`src/rtl/ifft_pkg.sv`:
```
`default_nettype none
// ============================================================================
// Module      : ifft_pkg
// Description : Shared constants for the SDF IFFT datapath. Holds the
//               default sizing, the twiddle-rotation pipeline latency and
//               helpers for the saturation bounds of a signed word.
// Revision    : 1.0 - initial release
// ============================================================================
package ifft_pkg;

    localparam int DEF_NFFT       = 128;
    localparam int DEF_DATA_WIDTH = 16;
    localparam int DEF_TW_FRAC    = 14;

    // Input-to-output register count of the twiddle rotator.
    localparam int ROT_LATENCY    = 3;

    // Saturation bounds for the default data width.
    localparam longint SAT_MAX = (longint'(1) <<< (DEF_DATA_WIDTH - 1)) - 1;
    localparam longint SAT_MIN = -(longint'(1) <<< (DEF_DATA_WIDTH - 1));

    // Saturation bounds for an arbitrary signed width.
    function automatic longint sat_hi(input int width);
        return (longint'(1) <<< (width - 1)) - 1;
    endfunction

    function automatic longint sat_lo(input int width);
        return -(longint'(1) <<< (width - 1));
    endfunction

endpackage
`default_nettype wire

```
`src/rtl/ifft_twiddle_rotator_cmult_pipe.sv`:
```
`default_nettype none
// ============================================================================
// Module      : cmult_pipe
// Description : Two-stage pipelined signed complex multiplier p = a * b with
//               round-half-up and reduction to DATA_WIDTH bits.
//               Stage 1 registers the four partial products every cycle.
//               Stage 2 adds/subtracts, rounds, reduces and registers the
//               result only when en is high, so the result holds otherwise.
//               Reduction: TWIDDLE_SAT_EN defined -> clamp to signed range,
//               undefined -> keep the low DATA_WIDTH bits (wrap).
// Ports       : clk, rst_n      clock, async active-low reset
//               en              load enable of the result register
//               a_re, a_im      signed sample
//               b_re, b_im      signed twiddle (TW_FRAC fractional bits)
//               p_re, p_im      registered rotated result
// Revision    : 1.0 - initial release
// ============================================================================
module cmult_pipe
    import ifft_pkg::*;
#(
    parameter int DATA_WIDTH = DEF_DATA_WIDTH,
    parameter int TW_FRAC    = DEF_TW_FRAC
) (
    input  logic                         clk,
    input  logic                         rst_n,
    input  logic                         en,
    input  logic signed [DATA_WIDTH-1:0] a_re,
    input  logic signed [DATA_WIDTH-1:0] a_im,
    input  logic signed [DATA_WIDTH-1:0] b_re,
    input  logic signed [DATA_WIDTH-1:0] b_im,
    output logic signed [DATA_WIDTH-1:0] p_re,
    output logic signed [DATA_WIDTH-1:0] p_im
);

    localparam int c_pw = 2 * DATA_WIDTH;
    localparam int c_sw = 2 * DATA_WIDTH + 1;
    localparam logic signed [c_sw-1:0] c_round = c_sw'(1) <<< (TW_FRAC - 1);

`ifdef TWIDDLE_SAT_EN
    localparam logic signed [c_sw-1:0] c_hi = c_sw'(sat_hi(DATA_WIDTH));
    localparam logic signed [c_sw-1:0] c_lo = c_sw'(sat_lo(DATA_WIDTH));
`endif

    logic signed [c_pw-1:0] r_ac;   // a_re * b_re
    logic signed [c_pw-1:0] r_bd;   // a_im * b_im
    logic signed [c_pw-1:0] r_ad;   // a_re * b_im
    logic signed [c_pw-1:0] r_bc;   // a_im * b_re

    logic signed [c_sw-1:0] w_re_sum;
    logic signed [c_sw-1:0] w_im_sum;
    logic signed [c_sw-1:0] w_re_sh;
    logic signed [c_sw-1:0] w_im_sh;

    function automatic logic signed [DATA_WIDTH-1:0] reduce(input logic signed [c_sw-1:0] v);
`ifdef TWIDDLE_SAT_EN
        if (v > c_hi) begin
            return $signed(c_hi[DATA_WIDTH-1:0]);
        end else if (v < c_lo) begin
            return $signed(c_lo[DATA_WIDTH-1:0]);
        end else begin
            return $signed(v[DATA_WIDTH-1:0]);
        end
`else
        return $signed(v[DATA_WIDTH-1:0]);
`endif
    endfunction

    always_ff @(posedge clk or negedge rst_n) begin
        if (!rst_n) begin
            r_ac <= '0;
            r_bd <= '0;
            r_ad <= '0;
            r_bc <= '0;
        end else begin
            r_ac <= c_pw'(a_re) * c_pw'(b_re);
            r_bd <= c_pw'(a_im) * c_pw'(b_im);
            r_ad <= c_pw'(a_re) * c_pw'(b_im);
            r_bc <= c_pw'(a_im) * c_pw'(b_re);
        end
    end

    // One extra sum bit keeps (-2^(W-1))^2 + (-2^(W-1))^2 exact.
    assign w_re_sum = c_sw'(r_ac) - c_sw'(r_bd);
    assign w_im_sum = c_sw'(r_ad) + c_sw'(r_bc);
    assign w_re_sh  = (w_re_sum + c_round) >>> TW_FRAC;
    assign w_im_sh  = (w_im_sum + c_round) >>> TW_FRAC;

    always_ff @(posedge clk or negedge rst_n) begin
        if (!rst_n) begin
            p_re <= '0;
            p_im <= '0;
        end else if (en) begin
            p_re <= reduce(w_re_sh);
            p_im <= reduce(w_im_sh);
        end
    end

endmodule
`default_nettype wire

```
`src/rtl/ifft_twiddle_rotator.sv`:
```
`default_nettype none
// ============================================================================
// Module      : ifft_twiddle_rotator
// Description : Twiddle-rotation stage following a radix-2 SDF butterfly.
//               Counts samples within the L = NFFT>>STAGE block, drives the
//               combinational twiddle ROM address and multiplies the second
//               half of every block by the returned twiddle. First-half
//               samples bypass the multiplier with matched latency
//               (ROT_LATENCY register stages).
//               Build macro: TWIDDLE_SAT_EN selects saturation instead of
//               wrap-around on the rotated results.
// Ports       : clk, rst_n           clock, async active-low reset
//               clear                sync counter clear (frame realignment);
//                                    the sample on that cycle is dropped
//               in_valid             input strobe
//               in_real, in_imag     signed input sample
//               tw_addr              twiddle ROM address (from counter)
//               tw_real, tw_imag     twiddle from ROM, same cycle as tw_addr
//               out_valid            output strobe
//               out_real, out_imag   output sample
// Revision    : 1.0 - initial release
// ============================================================================
module ifft_twiddle_rotator
    import ifft_pkg::*;
#(
    parameter int NFFT       = DEF_NFFT,
    parameter int DATA_WIDTH = DEF_DATA_WIDTH,
    parameter int STAGE      = 0,
    parameter int TW_FRAC    = DEF_TW_FRAC
) (
    input  logic                          clk,
    input  logic                          rst_n,
    input  logic                          clear,
    input  logic                          in_valid,
    input  logic signed [DATA_WIDTH-1:0]  in_real,
    input  logic signed [DATA_WIDTH-1:0]  in_imag,
    output logic [$clog2(NFFT/2)-1:0]     tw_addr,
    input  logic signed [DATA_WIDTH-1:0]  tw_real,
    input  logic signed [DATA_WIDTH-1:0]  tw_imag,
    output logic                          out_valid,
    output logic signed [DATA_WIDTH-1:0]  out_real,
    output logic signed [DATA_WIDTH-1:0]  out_imag
);

    localparam int c_len    = NFFT >> STAGE;
    localparam int c_cnt_w  = (c_len <= 2) ? 1 : $clog2(c_len);
    localparam int c_addr_w = $clog2(NFFT / 2);

    logic [c_cnt_w-1:0]          r_cnt;
    logic                        w_half;
    logic                        w_accept;
    logic [c_addr_w-1:0]         w_addr;

    // P1
    logic                        r_p1_valid;
    logic                        r_p1_bypass;
    logic signed [DATA_WIDTH-1:0] r_p1_re;
    logic signed [DATA_WIDTH-1:0] r_p1_im;
    logic signed [DATA_WIDTH-1:0] r_p1_twr;
    logic signed [DATA_WIDTH-1:0] r_p1_twi;
    // P2 bypass delay line
    logic                        r_p2_valid;
    logic                        r_p2_bypass;
    logic signed [DATA_WIDTH-1:0] r_p2_re;
    logic signed [DATA_WIDTH-1:0] r_p2_im;
    // P3
    logic                        r_p3_valid;
    logic                        r_p3_bypass;
    logic signed [DATA_WIDTH-1:0] r_p3_re;
    logic signed [DATA_WIDTH-1:0] r_p3_im;
    logic signed [DATA_WIDTH-1:0] w_rot_re;
    logic signed [DATA_WIDTH-1:0] w_rot_im;

    assign w_half   = r_cnt[c_cnt_w-1];
    assign w_accept = in_valid & ~clear;

    // Block length is a power of two, so natural overflow gives the wrap.
    always_ff @(posedge clk or negedge rst_n) begin
        if (!rst_n) begin
            r_cnt <= '0;
        end else if (clear) begin
            r_cnt <= '0;
        end else if (in_valid) begin
            r_cnt <= r_cnt + c_cnt_w'(1);
        end
    end

    generate
        if (c_cnt_w == 1) begin : g_last_stage
            // L = 2: the rotate half always uses W^0.
            assign w_addr = '0;
        end else begin : g_addr_gen
            logic [c_cnt_w-2:0] w_k;
            assign w_k    = r_cnt[c_cnt_w-2:0];
            assign w_addr = w_half ? (c_addr_w'(w_k) << STAGE) : '0;
        end
    endgenerate

    assign tw_addr = w_addr;

    always_ff @(posedge clk or negedge rst_n) begin
        if (!rst_n) begin
            r_p1_valid  <= 1'b0;
            r_p1_bypass <= 1'b0;
            r_p1_re     <= '0;
            r_p1_im     <= '0;
            r_p1_twr    <= '0;
            r_p1_twi    <= '0;
            r_p2_valid  <= 1'b0;
            r_p2_bypass <= 1'b0;
            r_p2_re     <= '0;
            r_p2_im     <= '0;
            r_p3_valid  <= 1'b0;
            r_p3_bypass <= 1'b0;
            r_p3_re     <= '0;
            r_p3_im     <= '0;
        end else begin
            r_p1_valid  <= w_accept;
            r_p1_bypass <= ~w_half;
            r_p1_re     <= in_real;
            r_p1_im     <= in_imag;
            r_p1_twr    <= tw_real;
            r_p1_twi    <= tw_imag;
            r_p2_valid  <= r_p1_valid;
            r_p2_bypass <= r_p1_bypass;
            r_p2_re     <= r_p1_re;
            r_p2_im     <= r_p1_im;
            r_p3_valid  <= r_p2_valid;
            // Output-side state only moves on valid so bubbles hold the data.
            if (r_p2_valid) begin
                r_p3_bypass <= r_p2_bypass;
                r_p3_re     <= r_p2_re;
                r_p3_im     <= r_p2_im;
            end
        end
    end

    cmult_pipe #(
        .DATA_WIDTH (DATA_WIDTH),
        .TW_FRAC    (TW_FRAC)
    ) u_cmult (
        .clk   (clk),
        .rst_n (rst_n),
        .en    (r_p2_valid),
        .a_re  (r_p1_re),
        .a_im  (r_p1_im),
        .b_re  (r_p1_twr),
        .b_im  (r_p1_twi),
        .p_re  (w_rot_re),
        .p_im  (w_rot_im)
    );

    // Both mux legs are registers loaded on the same enable, so the
    // outputs are glitch-free registered values in effect.
    assign out_valid = r_p3_valid;
    assign out_real  = r_p3_bypass ? r_p3_re : w_rot_re;
    assign out_imag  = r_p3_bypass ? r_p3_im : w_rot_im;

endmodule
`default_nettype wire

```
`config.mk`:
```
export PLATFORM = sky130hd
export DESIGN_NAME = ifft_twiddle_rotator
export DESIGN_NICKNAME = d
export VERILOG_FILES = /design/src/rtl/ifft_pkg.sv /design/src/rtl/ifft_twiddle_rotator_cmult_pipe.sv /design/src/rtl/ifft_twiddle_rotator.sv
export SDC_FILE = /design/constraint.sdc
export NUM_CORES = 2
export LEC_CHECK = 0
export CORE_MARGIN = 10
export CORE_UTILIZATION = 61
export CTS_CLUSTER_SIZE = 30
export DETAILED_ROUTE_END_ITERATION = 12
export DONT_BUFFER_PORTS = 1
export GPL_TIMING_DRIVEN = 0
export PLACE_DENSITY = 0.8
export SYNTH_ARGS = -nofsm -noshare
export SYNTH_HDL_FRONTEND = slang
export SYNTH_SLANG_ARGS = --single-unit
```
`constraint.sdc`:
```
create_clock -name clk -period 6.5 [get_ports clk]
set_input_delay 1.3 -clock clk [delete_from_list [all_inputs] [get_ports clk]]
set_output_delay 1.3 -clock clk [all_outputs]
set_load 0.01 [all_outputs]
```
==> reports/metrics.yaml <==
routing:
  first_pass_iters: 6
  vias_per_cell: 5.80
  drc: 0
  post_drt_wl_per_cell_um: 25.7
  ant_nets: 0
  drt_iter0_drc: 3531
  routed_wl_mm: 158
  via_count: 35800
global_routing:
  grt_use_total_pct: 35.6
  grt_max_degree: 294
  grt.met1_usage_pct: 45.4
  grt_pass1_vias: 38000
  grt.overflow.total: 0
  top_usage_layer: "met2"
  antenna_found_initial: 20
  grtUsageMet3_pct: 9.88
  grt_pass1_wl_mm: 238
  gr-usage-met2_pct: 51.0
cts:
  htreeDepth: 2
  cts_tree: "yes"
  clkSinkCount: 293
  ctsRootBufferMaster: "clkbuf_16"
  clockBufferDepth: 3
  clock_latency_ns: 0.59
  clk_pin_slew_ns: 0.06
  cts_made_buffers: 34
logic_synthesis:
  netlist_instances: 4992
  yosys_warnings: 0
  yosysTopAreaCell: "fa_1"
  synth-edff-count: 0
  ys_ff_latch: 293
  netlist_top_cells_area: "fa_1 41%, dfrtp_1 15%, ha_1 11%, inv_1 8.9%, and2_1 6.5%"
  synth_area_um2: 49000
  synth_cell_types: 76
  syn_area_per_cell_um2: 9.82
  synth_top_area_share_pct: 40.5
  ys_seq_area_share_pct: 15.0
  synth_flop_cell: "dfrtp_1"
  synth_nets: 6479
  async_flop_share_pct: 100
hold_path:
  holdCritPathClass: "reg2reg"
  whs_path_depth: 0
  holdPathEnd: "r_p2_bypass$_DFF_PN0_"
  hp-start: "r_p1_bypass$_DFF_PN0_"
critical_path:
  reg2reg_depth: 19
  crit_path_max_fanout: 10
  endpoint_kind: "flip-flop"
  r2r_end: "u_cmult.r_ac[29]$_DFF_PN0_"
  crit_arrival_ns: 6.94
  start_kind: "flip-flop"
  crit_required_ns: 7.00
  rrSetupSlack_ns: 0.06
  path_class: "reg2reg"
  rr_startpoint: "r_p1_twr[10]$_DFF_PN0_"
floorplanning:
  fp.coreArea_um2: 79300
  fp.dieH_um: 303
  ioPinCount: 107
  start_util_pct: 61.8
  die_w_um: 303
  num_rows: 103
  die_area_um2: 92100
job:
  max_cap_viol_count: 0
final_layout:
  layout.filler_cells: 6215
  final_common_cell: "inv_1"
  area_growth_pct: 8.76
  layout-drive-gt1-share_pct: 9.62
  register_area_um2: 7410
  fin_util_pct: 67.2
  layout.nets: 6569
  finish.instance_area_um2: 53300
  multi_input_area_um2: 37000
  layout.cells.most_common_list: "1156 x inv_1, 983 x fa_1, 523 x nand2_1"
sta:
  worst_pin_slew_ns: 1.19
  timing.slew.headroom_pct: 20.7
  drv_slew: 0
  skew_ns: 0.0323
  setup_viol: 0
  finalCriticalPeriod_ns: 6.44
  fin_ws_ns: 0.0637
  fin_crit_sh_pct: 99.0
  fin_setup_tns_ns: 0
  hold_viol: 0
  fmax_ghz: 0.155
  rsz0062_at_grt: "yes"
run_status:
  status: "finished clean"
placement:
  dp_slack_ns: -1.42
  post_dp_cell_area_um2: 50300
  port_buffers: 0
  place_hpwl_mm: 125
  gp_congestion: 1.02
-- metrics by stage --
step	instances	hold slack [ns]
5_1_grt	6160	0.361
4_1_cts	6117	0.350
2_1_floorplan	4992	0.331
3_5_place_dp	6042	0.345
6_report	6168	0.347
3_3_place_gp	6042	0.334
-- area by class of cell --
type / instances / area share (%)
diodes: 12 / 0.0563
plain buffers: 201 / 2.91
clock buffers: 45 / 1.75
clock inverters: 15 / 0.434
inverters: 1160 / 8.18
multi-input cells: 3333 / 69.3
flip-flops and latches: 293 / 13.9
well taps: 1050 / 2.47
repair buffers: 59 / 0.958
-- repair_timing --
action | CTS | global route
cloned | 0 | 1
gates resized for setup | 390 | 226
setup endpoints to repair | 55 | 28
setup buffers | 18 | 40
hold buffers | 0 | 0
pin swaps | 25 | 32
-- how the worst max path moves through the flow --
stage	startpoint	cells past startpoint	end
after CTS	r_p1_twi[5]$_DFF_PN0_	22	u_cmult.r_bd[29]$_DFF_PN0_
after global placement	r_p1_re[15]$_DFF_PN0_	22	u_cmult.r_ad[26]$_DFF_PN0_
after detailed placement	r_p1_re[15]$_DFF_PN0_	22	u_cmult.r_ad[26]$_DFF_PN0_
final	r_p1_twr[10]$_DFF_PN0_	19	u_cmult.r_ac[29]$_DFF_PN0_
after floorplan	r_p1_im[15]$_DFF_PN0_	22	u_cmult.r_bc[29]$_DFF_PN0_
after global routing	r_p1_re[14]$_DFF_PN0_	22	u_cmult.r_ac[29]$_DFF_PN0_
-- layer usage --
layer / share of wire (%) / routed length [um]
met5: 0.092 / 146
met4: 10 / 16100
met3: 11 / 17400
met2: 42 / 66300
met1: 37 / 58300
-- cell families after synthesis --
| logic type | count (synthesis) | synth area share (%) |
|---|---|---|
| flip-flops | 293 | 15.0 |
| XOR/XNOR | 189 | 3.38 |
| AND/OR/NAND/NOR | 1301 | 13.4 |
| adder cells (fa/ha/maj) | 1419 | 51.4 |
| AO/OA/AOI/OAI | 342 | 4.51 |
| multiplexers | 82 | 1.88 |
| buffers and inverters | 1366 | 10.5 |
-- sequential cells by signal, indices dropped and copies added, names as in the netlist, 30 cells and up --
name          flops
u_cmult.r_ad     30
u_cmult.r_bc     30
u_cmult.r_ac     30
u_cmult.r_bd     30
-- cells in the mapped netlist (44+ instances only) --
master,number
xnor2_1,145
nand2_1,525
xor2_1,44
o21ai_0,64
dfrtp_1,293
inv_1,1159
nor2_1,101
mux2_2,79
ha_1,427
fa_1,992
a21oi_1,109
clkbuf_1,197
and2_1,506
-- worst max-delay path: stages (launching register included) --
cell      delay (ns)
dfrtp_2         0.54
clkbuf_2        0.40
nand2_1         0.14
fa_1            0.53
fa_1            0.58
fa_1            0.46
fa_1            0.60
fa_1            0.44
fa_1            0.50
inv_1           0.07
ha_4            0.23
a21o_1          0.17
a21o_1          0.17
a21o_1          0.20
o21a_1          0.19
a41o_2          0.28
o41ai_4         0.27
o2111a_1        0.29
a21oi_1         0.09
xnor2_1         0.19
Power is left out: the tool's default activity adds up to more than one toggle a clock period on the data nets, which glitch-free logic cannot reach.
